[config.mk]
export PLATFORM = sky130hd
export DESIGN_NAME = alu_serial_seq
export DESIGN_NICKNAME = d
export VERILOG_FILES = /design/src/rtl/alu_pkg.sv /design/src/rtl/alu_1bit.sv /design/src/rtl/alu_serial_seq.sv
export SDC_FILE = /design/constraint.sdc
export NUM_CORES = 1
export LEC_CHECK = 0
export CORE_MARGIN = 1.5
export CORE_UTILIZATION = 57
export CTS_CLUSTER_SIZE = 12
export DETAILED_ROUTE_END_ITERATION = 16
export PLACE_DENSITY = 0.81
export SLEW_MARGIN = 40
export SYNTH_ARGS = -nofsm -noshare
export SYNTH_HDL_FRONTEND = slang
export SYNTH_HIERARCHICAL = 1
export SYNTH_SLANG_ARGS = --single-unit
[constraint.sdc]
create_clock -name clk -period 5.8 [get_ports clk]
set_clock_uncertainty 0.1 [all_clocks]
set_input_delay 0.87 -clock clk [delete_from_list [all_inputs] [get_ports clk]]
set_output_delay 0.87 -clock clk [all_outputs]
set_load 0.005 [all_outputs]
[src/rtl/alu_pkg.sv]
// Shared definitions for the bit-serial ALU: opcodes, flag positions and sequencer states.
package alu_pkg;

  typedef enum logic [2:0] {
    ALU_PASS_B = 3'b000,
    ALU_ADD    = 3'b010,
    ALU_SUB    = 3'b011,
    ALU_AND    = 3'b100,
    ALU_OR     = 3'b101,
    ALU_XOR    = 3'b110,
    ALU_LSR    = 3'b111
  } alu_op_e;

  localparam int unsigned FLAG_N = 3;
  localparam int unsigned FLAG_Z = 2;
  localparam int unsigned FLAG_V = 1;
  localparam int unsigned FLAG_C = 0;

  typedef enum logic [1:0] {
    StIdle,
    StRun,
    StDone
  } alu_state_e;

  function automatic logic is_arith(input logic [2:0] op);
    return (op == ALU_ADD) || (op == ALU_SUB);
  endfunction

endpackage

[src/rtl/alu_1bit.sv]
// One-bit ALU slice: pass-B, add, subtract, and the bitwise ops; reserved codes yield zero.
module alu_1bit
  import alu_pkg::*;
(
  input  logic       a_i,
  input  logic       b_i,
  input  logic       carry_i,
  input  logic [2:0] cntrl_i,
  output logic       result_o,
  output logic       carry_o
);

  logic b_eff;
  logic sum;
  logic cout;

  // Subtraction is A + ~B + carry_in; the sequencer seeds carry_in = 1 for bit 0.
  always_comb begin
    b_eff = (cntrl_i == ALU_SUB) ? ~b_i : b_i;
    sum   = a_i ^ b_eff ^ carry_i;
    cout  = (a_i & b_eff) | (carry_i & (a_i ^ b_eff));
  end

  always_comb begin
    result_o = 1'b0;
    carry_o  = 1'b0;
    case (cntrl_i)
      ALU_PASS_B: result_o = b_i;
      ALU_ADD, ALU_SUB: begin
        result_o = sum;
        carry_o  = cout;
      end
      ALU_AND:    result_o = a_i & b_i;
      ALU_OR:     result_o = a_i | b_i;
      ALU_XOR:    result_o = a_i ^ b_i;
      default:    result_o = 1'b0;
    endcase
  end

endmodule

[src/rtl/alu_serial_seq.sv]
// Bit-serial ALU sequencer: runs one WIDTH-bit operation through a single alu_1bit slice,
// LSB first, and presents the assembled result with N/Z/V/C flags.
module alu_serial_seq
  import alu_pkg::*;
#(
  parameter int unsigned WIDTH = 64
) (
  input  logic             clk,
  input  logic             reset_n,
  input  logic             req_valid,
  output logic             req_ready,
  input  logic [WIDTH-1:0] req_a,
  input  logic [WIDTH-1:0] req_b,
  input  logic [2:0]       req_cntrl,
  input  logic [5:0]       req_shamt,
  output logic             rsp_valid,
  input  logic             rsp_ready,
  output logic [WIDTH-1:0] rsp_result,
  output logic [3:0]       rsp_flags
);

  localparam int unsigned CntW = (WIDTH > 2) ? $clog2(WIDTH) : 1;
  localparam logic [CntW-1:0] LastBit = CntW'(WIDTH - 1);

  alu_state_e       state_q;
  logic [WIDTH-1:0] a_q;
  logic [WIDTH-1:0] b_q;
  logic [2:0]       op_q;
  logic [5:0]       shamt_q;
  logic [CntW-1:0]  cnt_q;
  logic             carry_q;
  logic [WIDTH-1:0] result_q;
  logic [WIDTH-1:0] rsp_result_q;
  logic [3:0]       rsp_flags_q;
  logic             rsp_valid_q;

  logic [WIDTH-1:0] lsr_src;
  logic             slice_a;
  logic             slice_b;
  logic [2:0]       slice_op;
  logic             slice_res;
  logic             slice_carry;
  logic [WIDTH-1:0] res_full;
  logic [3:0]       flags_d;

  // LSR runs as pass-B with B taken from A shifted down; bits beyond the MSB read as zero.
  always_comb begin
    lsr_src  = a_q >> shamt_q;
    slice_a  = a_q[cnt_q];
    slice_b  = b_q[cnt_q];
    slice_op = op_q;
    if (op_q == ALU_LSR) begin
      slice_op = ALU_PASS_B;
      slice_b  = lsr_src[cnt_q];
    end
  end

  alu_1bit u_slice (
    .a_i      (slice_a),
    .b_i      (slice_b),
    .carry_i  (carry_q),
    .cntrl_i  (slice_op),
    .result_o (slice_res),
    .carry_o  (slice_carry)
  );

  // On the MSB cycle carry_q is the MSB carry-in and slice_carry the carry-out.
  always_comb begin
    res_full         = result_q;
    res_full[cnt_q]  = slice_res;
    flags_d          = '0;
    flags_d[FLAG_N]  = res_full[WIDTH-1];
    flags_d[FLAG_Z]  = (res_full == '0);
    if (is_arith(op_q)) begin
      flags_d[FLAG_C] = slice_carry;
      flags_d[FLAG_V] = carry_q ^ slice_carry;
    end
  end

  always_ff @(posedge clk) begin
    if (!reset_n) begin
      state_q      <= StIdle;
      a_q          <= '0;
      b_q          <= '0;
      op_q         <= '0;
      shamt_q      <= '0;
      cnt_q        <= '0;
      carry_q      <= 1'b0;
      result_q     <= '0;
      rsp_result_q <= '0;
      rsp_flags_q  <= '0;
      rsp_valid_q  <= 1'b0;
    end else begin
      case (state_q)
        StIdle: begin
          if (req_valid) begin
            a_q      <= req_a;
            b_q      <= req_b;
            op_q     <= req_cntrl;
            shamt_q  <= req_shamt;
            cnt_q    <= '0;
            result_q <= '0;
            carry_q  <= (req_cntrl == ALU_SUB);
            state_q  <= StRun;
          end
        end
        StRun: begin
          result_q <= res_full;
          carry_q  <= slice_carry;
          cnt_q    <= cnt_q + CntW'(1);
          if (cnt_q == LastBit) begin
            rsp_result_q <= res_full;
            rsp_flags_q  <= flags_d;
            rsp_valid_q  <= 1'b1;
            state_q      <= StDone;
          end
        end
        StDone: begin
          if (rsp_ready) begin
            rsp_valid_q <= 1'b0;
            state_q     <= StIdle;
          end
        end
        default: state_q <= StIdle;
      endcase
    end
  end

  assign req_ready  = (state_q == StIdle) && reset_n;
  assign rsp_valid  = rsp_valid_q;
  assign rsp_result = rsp_result_q;
  assign rsp_flags  = rsp_flags_q;

endmodule

# Word-level counts from Yosys, hierarchy flattened
# Cells that the tools add are included.
word_totals:
  input_bits: 141
  output_inout_bits: 70
  ff_bits: 279
  elab_cells: 82
op_classes:
  n_shift: 1
  n_lt_le_gt_ge: 2
  reduce_logical: 14
  n_eq_ne: 15
  n_bitwise: 10
  n_mux: 28
  add_sub_neg: 1
ops:
  columns: ["operator", "count"]
  rows:
  - ["$pmux 64 s2", 1]
  - ["$bwmux 64", 1]
  - ["$logic_not 64->1", 1]
  - ["$mux 64", 1]
  - ["$shr 64x6->64", 1]
  - ["$bmux 1 s6", 3]
  - ["$eq 3x2->1 const B", 5]
  - ["$eq 3x3->1 const B", 4]
  - ["$pmux 6 s2", 1]
  - ["$mux 1", 10]
  - ["$mux 2", 4]
  - ["$lt 6x7->1 const B", 1]
  - ["$add 6x1->6 const B", 1]
  - ["$demux 1 s6", 1]
  - ["$eq 6x6->1 const B", 1]
  - ["$ge 6x1->1 const B", 1]
  - ["$mux 6", 1]
  - ["$ne 2x2->1 const B", 3]
  - ["$pmux 2 s3", 1]
  - ["$reduce_and 2->1", 3]
  - ["$reduce_and 3->1", 2]
  - ["$pmux 1 s5", 1]
  - ["$pmux 1 s2", 2]
  - ["$reduce_bool 2->1", 2]
  - ["12 further kinds", 19]

# Longest topological paths before layout
# Gate-level depths: netlist of the first run.
logic_depth:
  depth_word: 12
  depth_mapped: 25
  depth_no_buf: 20

# Cells and area by module
# The synthesis of the first run kept the hierarchy.
by_module_without_submodules:
  columns: ["module", "seq_area_each_um2", "instances", "cells_per_inst", "area_each_um2"]
  rows:
  - ["alu_serial_seq", 5565.3, 1, 1990, 17175.2]
  - ["alu_1bit", 0.0, 1, 15, 133.9]

# Least setup slack after synthesis of the first run
# OpenSTA, ideal clock, no wires.
synth_path:
  kind: "reg-to-reg"
  startpoint: "register shamt_q[2]"
  endpoint: "register rsp_flags_q[2], in the netlist rsp_flags[2]"
  stages_incl_launch_ff: 25
  required_time_ns: 5.630
  setup_time_ns: 0.070
  path_slack_ns: 0.596
  n_path_buf: 4
  arrival_ns: 5.034
  period_less_slack_ns: 5.204
  path_cell_list: "dfxtp_1 -> buf_6 -> clkbuf_8 -> clkbuf_1 -> mux4_2 -> mux2i_2 -> o22ai_1 -> a211oi_1 -> nand4_1 -> a41oi_1 -> o31ai_2 -> nor4_1 -> a31oi_1 -> xnor2_1 -> fa_1 -> nor3b_1 -> a31oi_1 -> o211a_1 -> clkbuf_1 -> mux2i_1 -> nand4_1 -> or4_1 -> nor3_1 -> nand4_1 -> a21boi_1"
synth_between:
  elab_chain_len: 11
  elab_cells_between_ends: 14
  classes_between: "1 x shift; 6 x mux; 6 x bitwise; 1 x reduce/logical"
synth_rtl:
  columns: ["item", "line", "rtl"]
  rows:
  - ["start: declaration", "alu_serial_seq.sv:29", "logic [5:0] shamt_q;"]
  - ["start signal: assignment", "alu_serial_seq.sv:100", "shamt_q <= req_shamt;"]
  - ["$shr 64x6->64 (*)", "alu_serial_seq.sv:48", "lsr_src = a_q >> shamt_q;"]
  - ["$bmux 1 s6 (*)", "alu_serial_seq.sv:54", "slice_b = lsr_src[cnt_q];"]
  - ["$mux 1 (not written as such) (*)", "alu_serial_seq.sv:54", null]
  - ["$mux 1 (*)", "alu_serial_seq.sv:52", "if (op_q == ALU_LSR) begin"]
  - ["net slice_b", "alu_serial_seq.sv:39", "logic slice_b;"]
  - ["$not 1->1", "alu_1bit.sv:19", "b_eff = (cntrl_i == ALU_SUB) ? ~b_i : b_i;"]
  - ["$mux 1", "alu_1bit.sv:19", null]
  - ["$xor 1x1->1 (2 in series)", "alu_1bit.sv:20", "sum = a_i ^ b_eff ^ carry_i;"]
  - ["$pmux 1 s5 (*)", "alu_1bit.sv:27", "case (cntrl_i)"]
  - ["net slice_res", "alu_serial_seq.sv:41", "logic slice_res;"]
  - ["$bwmux 64 (*)", "alu_serial_seq.sv:70", "res_full[cnt_q] = slice_res;"]
  - ["$logic_not 64->1 (*)", "alu_serial_seq.sv:73", "flags_d[FLAG_Z] = (res_full == '0);"]
  - ["end signal: assignment", "alu_serial_seq.sv:113", "rsp_flags_q <= flags_d;"]
  - ["end: declaration", "alu_serial_seq.sv:34", "logic [3:0] rsp_flags_q;"]
# Mark *: on every way through the listed nets, which the timed path passes. The rest lies on a longest branch. The select of a mux whose other input is x is not followed.
# A chain may end at the register's enable or synchronous reset.

# Worst setup path in the final report of the first run
layout_path:
  startpoint: "register shamt_q[1]"
  endpoint: "register rsp_flags_q[2], in the netlist rsp_flags[2]"
# Same word-level chain as after synthesis.

==> results of run 1 <==
-- worst paths after layout --
path,from,end,slack (ns),cells after the start
setup / recovery,shamt_q[1]$_SDFFE_PN0P_,rsp_flags[2]$_SDFFE_PN0P_,0.08,23
setup reg to reg,shamt_q[1]$_SDFFE_PN0P_,rsp_flags[2]$_SDFFE_PN0P_,0.08,23
hold reg to reg,b_q[56]$_SDFFE_PN0P_,b_q[56]$_SDFFE_PN0P_,0.36,2
hold / removal,b_q[56]$_SDFFE_PN0P_,b_q[56]$_SDFFE_PN0P_,0.36,2
-- worst max-delay path: stages, from the launching register on --
cell,delay [ns]
dfxtp_4,0.38
buf_12,0.14
clkbuf_16,0.16
mux4_2,0.36
mux2i_1,0.18
mux4_2,0.58
nand2_1,0.10
o21ai_1,0.06
or4_2,0.55
a21oi_2,0.18
nor4_2,0.07
a31oi_2,0.25
xnor2_1,0.17
fa_1,0.47
nor3b_2,0.22
a31oi_2,0.07
o211a_4,0.27
clkbuf_16,0.20
mux2i_1,0.30
nand4_1,0.18
nor4_2,0.29
buf_4,0.15
nand4_1,0.06
a21boi_1,0.13
-- cell families after synthesis --
family	Yosys count	synth area share
AND/OR/NAND/NOR	798	0.210
AO/OA/AOI/OAI	468	0.203
flip-flops	278	0.322
multiplexers	252	0.197
buffers and inverters	201	0.0632
XOR/XNOR	4	0.00202
adder cells (fa/ha/maj)	4	0.00333
-- layer usage --
metal | share of wire | global-route usage | wire length (µm) | up-vias
met5 | 0 | 0 | 0 | -
met4 | 0.049 | 0.158 | 3090 | 0
met3 | 0.086 | 0.0526 | 5450 | 218
met2 | 0.47 | 0.646 | 30200 | 1039
met1 | 0.39 | 0.501 | 24900 | 8420
li1 | - | - | - | 7814
-- registers in the layout, summed over array words and instances, names as in the netlist --
register    cells
result_q       64
op_q            3
rsp_flags       3
b_q            64
rsp_valid       1
carry_q         1
a_q            64
shamt_q         6
cnt_q           6
rsp_result     64
state_q         2
-- synth_stat cells, drive strengths merged, types with 5 or more instances --
master,n
o22ai,11
a21boi,146
inv,9
clkbuf,145
and3,6
nand2b,8
nor2b,15
nand3,87
o21ai,90
a32oi,6
nand3b,6
mux2i,157
nand2,418
or4,5
nor3,19
o311ai,5
buf,41
a22oi,32
o32ai,6
a221oi,17
a22o,7
mux2,34
dfxtp,278
o211ai,5
a21oi,22
nor4,9
a31oi,17
and2,73
o221ai,8
a211oi,6
o211a,64
or2,5
nand4,26
nor2,101
mux4,61
-- stage by stage --
step,util,instances,TNS (ns),hold slack (ns)
floorplan,-,2005,0,0.340
global placement,0.692,2622,0,0.351
detailed placement,0.694,2624,-0.0695,0.358
CTS,0.723,2667,0,0.366
global route,0.747,2689,-0.140,0.388
finish,0.747,2689,0,0.364
-- repair_timing --
| action | CTS | global route |
|---|---|---|
| gates resized for setup | 3 | 102 |
| endpoints found under the hold margin | 0 | 0 |
| setup buffers | 0 | 16 |
| pin swaps | 0 | 29 |
| endpoints found under the setup margin | 1 | 11 |
| cloned | 0 | 6 |
-- final cells by class --
class	instances	share of cell area
inverter	12	0.00208
clock inverter	4	0.00270
clock buffer	39	0.0361
tap	390	0.0219
multi-input combinational	1527	0.499
timing repair buffer	439	0.188
sequential	278	0.251
-- report_power, final --
group | internal [mW] | switching (mW) | leakage (nW)
clock | 1.00 | 0.784 | 0.425
sequential | 1.97 | 0.0769 | 2.26
combinational | 0.452 | 0.503 | 6.02
total | 3.42 | 1.36 | 8.71
==> impl_metrics.json, run 1 <==
{
  "status": "finished, final reports clean",
  "grt_antenna_before_repair": 0,
  "rsz0062_at_grt": "yes",
  "grt_start_max_net_pins": 133,
  "die_height_um": 177,
  "async_flop_share": 0,
  "yosys_warnings": 6,
  "multi_input_area_um2": 11100,
  "seq_area_frac_synth": 0.322,
  "hold_path_class": "flip-flop to flip-flop",
  "worst-setup-path-type": "flip-flop to flip-flop",
  "cts.sinks": 278,
  "layout-drive-gt1-share": 0.201,
  "synthCells": 2005,
  "synth_edf_count": 0,
  "postRouteAntennaNets": 0,
  "drc_errors": 0,
  "path_max_fanout": 15,
  "grt-ovfl-total": 0,
  "rows": 63,
  "num_antenna_cells": 0,
  "start_util": 0.581,
  "core_um2": 29800,
  "crit_arrival_ns": 6.13,
  "clk_pin_slew_worst_paths_ns": 0.06,
  "ir_drop_uv": 254,
  "place_ws_ns": -0.0695,
  "fillCellCount": 2062,
  "layout_setup_ws_ns": 0.0784,
  "dp_hpwl_mm": 43.7,
  "dr.pass1.iters": 6,
  "cts_buffers": 29,
  "syn-cell-area_um2": 17300,
  "cts.htree.levels": 1,
  "avgViaCountPerCell": 6.50,
  "grt_first_pass_wirelength_mm": 94.5,
  "stdcell_area_um2": 22200,
  "period_needed_ns": 5.72,
  "required_ns": 6.20,
  "clock-root-buffer": "clkbuf_16",
  "pin_count": 211,
  "p_per_area_nw_per_um2": 215,
  "mostFrequentLayoutCell": "nand2_1",
  "cts_tree": "done",
  "die-area_um2": 31400,
  "ys.flop_type": "dfxtp_1",
  "flow.area_growth_from_synthesis_pct": 28.5,
  "syn_nets": 2150,
  "fin_crit_sh": 0.986,
  "p_leak_nw": 8.71,
  "place_area_um2": 20700,
  "start_kind": "flip-flop",
  "final_cell_mix": "nand2_1, dfxtp_1, clkdlybuf4s50_1",
  "drtIter0Drc": 2056,
  "cts-hold-fix-buffers": 0,
  "yosysTopAreaCellShare": 0.322,
  "die_w_um": 177,
  "fin_nets": 2432,
  "power_mw": 4.78,
  "grt_pass1_vias": 16400,
  "slew_violations": 0,
  "end_kind": "flip-flop",
  "synth_top_cell_by_area": "dfxtp_1",
  "wl_mm": 63.6,
  "finalWeightedCongestion": 0.982,
  "setup_viol_count_final": 0,
  "drv_cap": 0,
  "ys_types": 94,
  "synth.area.top_cells": "dfxtp_1, nand2_1, mux2i_1",
  "grt_usage": 0.386,
  "hold_viol_final": 0,
  "max-clock-path-buffers": 3,
  "vias": 17500,
  "clock.fmax_mhz": 175,
  "regArea_um2": 5570,
  "port_buffers": 210,
  "insertion_delay_ns": 0.60,
  "slew_headroom": 0.437,
  "syn_area_per_cell_um2": 8.63,
  "worst_pin_slew_ns": 0.844,
  "wl_per_cell_um": 23.7,
  "ys_seq_elements": 278
}
Note: power is estimated with default switching activity, not from simulation.
==> run 2: changes to the inputs <==
--- a/config.mk
+++ b/config.mk
@@ -7,6 +7,7 @@
 export LEC_CHECK = 0
 export CORE_MARGIN = 1.5
 export CORE_UTILIZATION = 57
+export CTS_CLUSTER_DIAMETER = 40
 export CTS_CLUSTER_SIZE = 12
 export DETAILED_ROUTE_END_ITERATION = 16
 export PLACE_DENSITY = 0.81
==> run 2 against run 1 <==
  * Hold slack about the same
  * First-iteration DRC count down 8.5%
  * Critical path depth unchanged
  * Maximum frequency about the same
  * Power up 12%
  * Final area about the same
==> impl_metrics.json, run 2 (same netlist as run 1, synthesis figures left out) <==
{
  "drv_cap": 0,
  "max-clock-path-buffers": 3,
  "slew_headroom": 0.437,
  "layout-drive-gt1-share": 0.187,
  "cts.sinks": 278,
  "postRouteAntennaNets": 0,
  "port_buffers": 210,
  "worst_pin_slew_ns": 0.844,
  "wl_per_cell_um": 23.6,
  "avgViaCountPerCell": 6.50,
  "rsz0062_at_grt": "yes",
  "core_um2": 29800,
  "crit_arrival_ns": 6.09,
  "final_cell_mix": "nand2_1, dfxtp_1, clkdlybuf4s50_1",
  "hold_path_class": "flip-flop to flip-flop",
  "path_max_fanout": 10,
  "clock-root-buffer": "clkbuf_16",
  "hold_viol_final": 0,
  "die_w_um": 177,
  "grt_usage": 0.395,
  "multi_input_area_um2": 10900,
  "fin_crit_sh": 0.987,
  "slew_violations": 0,
  "worst-setup-path-type": "flip-flop to flip-flop",
  "dr.pass1.iters": 6,
  "clock.fmax_mhz": 175,
  "cts.htree.levels": 2,
  "p_per_area_nw_per_um2": 242,
  "regArea_um2": 5570,
  "grt_start_max_net_pins": 133,
  "cts-hold-fix-buffers": 0,
  "pin_count": 211,
  "drtIter0Drc": 1881,
  "period_needed_ns": 5.72,
  "fin_util": 0.746,
  "die_height_um": 177,
  "mostFrequentLayoutCell": "nand2_1",
  "ir_drop_uv": 224,
  "cts_buffers": 38,
  "insertion_delay_ns": 0.55,
  "fin_hold_ws_ns": 0.364,
  "grt_antenna_before_repair": 0,
  "vias": 17500,
  "required_ns": 6.16,
  "end_kind": "flip-flop",
  "grt-ovfl-total": 0,
  "rows": 63,
  "drc_errors": 0,
  "fillCellCount": 2073,
  "status": "finished, final reports clean",
  "num_antenna_cells": 0,
  "dp_hpwl_mm": 43.7,
  "finalWeightedCongestion": 0.982,
  "clk_pin_slew_worst_paths_ns": 0.06,
  "flow.area_growth_from_synthesis_pct": 28.4,
  "setup_viol_count_final": 0,
  "die-area_um2": 31400,
  "p_leak_nw": 8.83,
  "wl_mm": 63.7,
  "grt_first_pass_wirelength_mm": 96.3,
  "cts_tree": "done",
  "start_kind": "flip-flop",
  "fin_nets": 2423,
  "grt_pass1_vias": 16700,
  "start_util": 0.581
}
-- run 2: changes by cell type in the layout (fill, tap and decap cells not counted), sizes merged --
| cell | previous run | this run |
|---|---|---|
| clkinv | 5 | 11 |
| buf | 225 | 210 |
| clkinvlp | 0 | 2 |
| bufinv | 1 | 5 |
| clkbuf | 44 | 51 |
| inv | 10 | 12 |
-- run 2: routing by layer --
layer,wire length [µm],GRT usage,vias to the layer above
met2,30100,0.661,997
li1,-,-,7811
met1,25300,0.502,8469
met4,3220,0.174,0
met3,5130,0.0653,234
met5,0,0,-
-- run 2: layout make-up --
cell class | instances | area share
inverter | 12 | 0.00208
timing repair buffer | 421 | 0.177
clock inverter | 18 | 0.0120
tap | 390 | 0.0220
multi-input combinational | 1527 | 0.489
clock buffer | 49 | 0.0469
sequential | 278 | 0.251
-- run 2: stage by stage --
step           TNS (ns)  power [mW]  setup WS (ns)  cells  instance area [µm²]
2_1_floorplan         0        2.56          0.596   2005                17300
3_3_place_gp          0        2.91         0.0602   2622                20600
3_5_place_dp    -0.0695        2.93        -0.0695   2624                20700
4_1_cts               0        5.33         0.0216   2691                22000
5_1_grt         -0.0548        5.51        -0.0548   2695                22200
6_report              0        5.37         0.0760   2695                22200
-- run 2: timing repair --
item / CTS / global route
pin swaps: 0 / 8
setup buffers: 0 / 2
endpoints found under the setup margin: 1 / 11
gates resized for setup: 2 / 44
gates cloned: 0 / 2
-- run 2: report_power, final --
group / leakage (nW) / total [mW] / switching (mW) / internal, mW
sequential: 2.26 / 2.04 / 0.0774 / 1.97
clock: 0.638 / 2.43 / 0.920 / 1.51
combinational: 5.93 / 0.903 / 0.482 / 0.420
-- run 2: worst max-delay path, stage by stage, from the launching register on --
cell,delay [ns]
dfxtp_4,0.45
buf_12,0.18
buf_4,0.13
mux4_2,0.51
mux2i_1,0.35
mux2_2,0.26
a31oi_1,0.09
and4_1,0.24
a2bb2oi_1,0.14
a211oi_1,0.09
nor4_1,0.33
a31oi_1,0.19
xnor2_1,0.20
fa_1,0.46
nor3b_2,0.18
a31oi_1,0.11
o211a_4,0.26
buf_4,0.17
mux2i_1,0.20
nand4_1,0.13
or4_4,0.44
nor3_2,0.17
nand4_1,0.10
a21boi_1,0.16
-- run 2: worst paths after layout --
kind / start / to / slack, ns / cells past startpoint
max: shamt_q[1]$_SDFFE_PN0P_ / rsp_flags[2]$_SDFFE_PN0P_ / 0.08 / 23
min: b_q[56]$_SDFFE_PN0P_ / b_q[56]$_SDFFE_PN0P_ / 0.36 / 2
min reg2reg: b_q[56]$_SDFFE_PN0P_ / b_q[56]$_SDFFE_PN0P_ / 0.36 / 2
max reg2reg: shamt_q[1]$_SDFFE_PN0P_ / rsp_flags[2]$_SDFFE_PN0P_ / 0.08 / 23
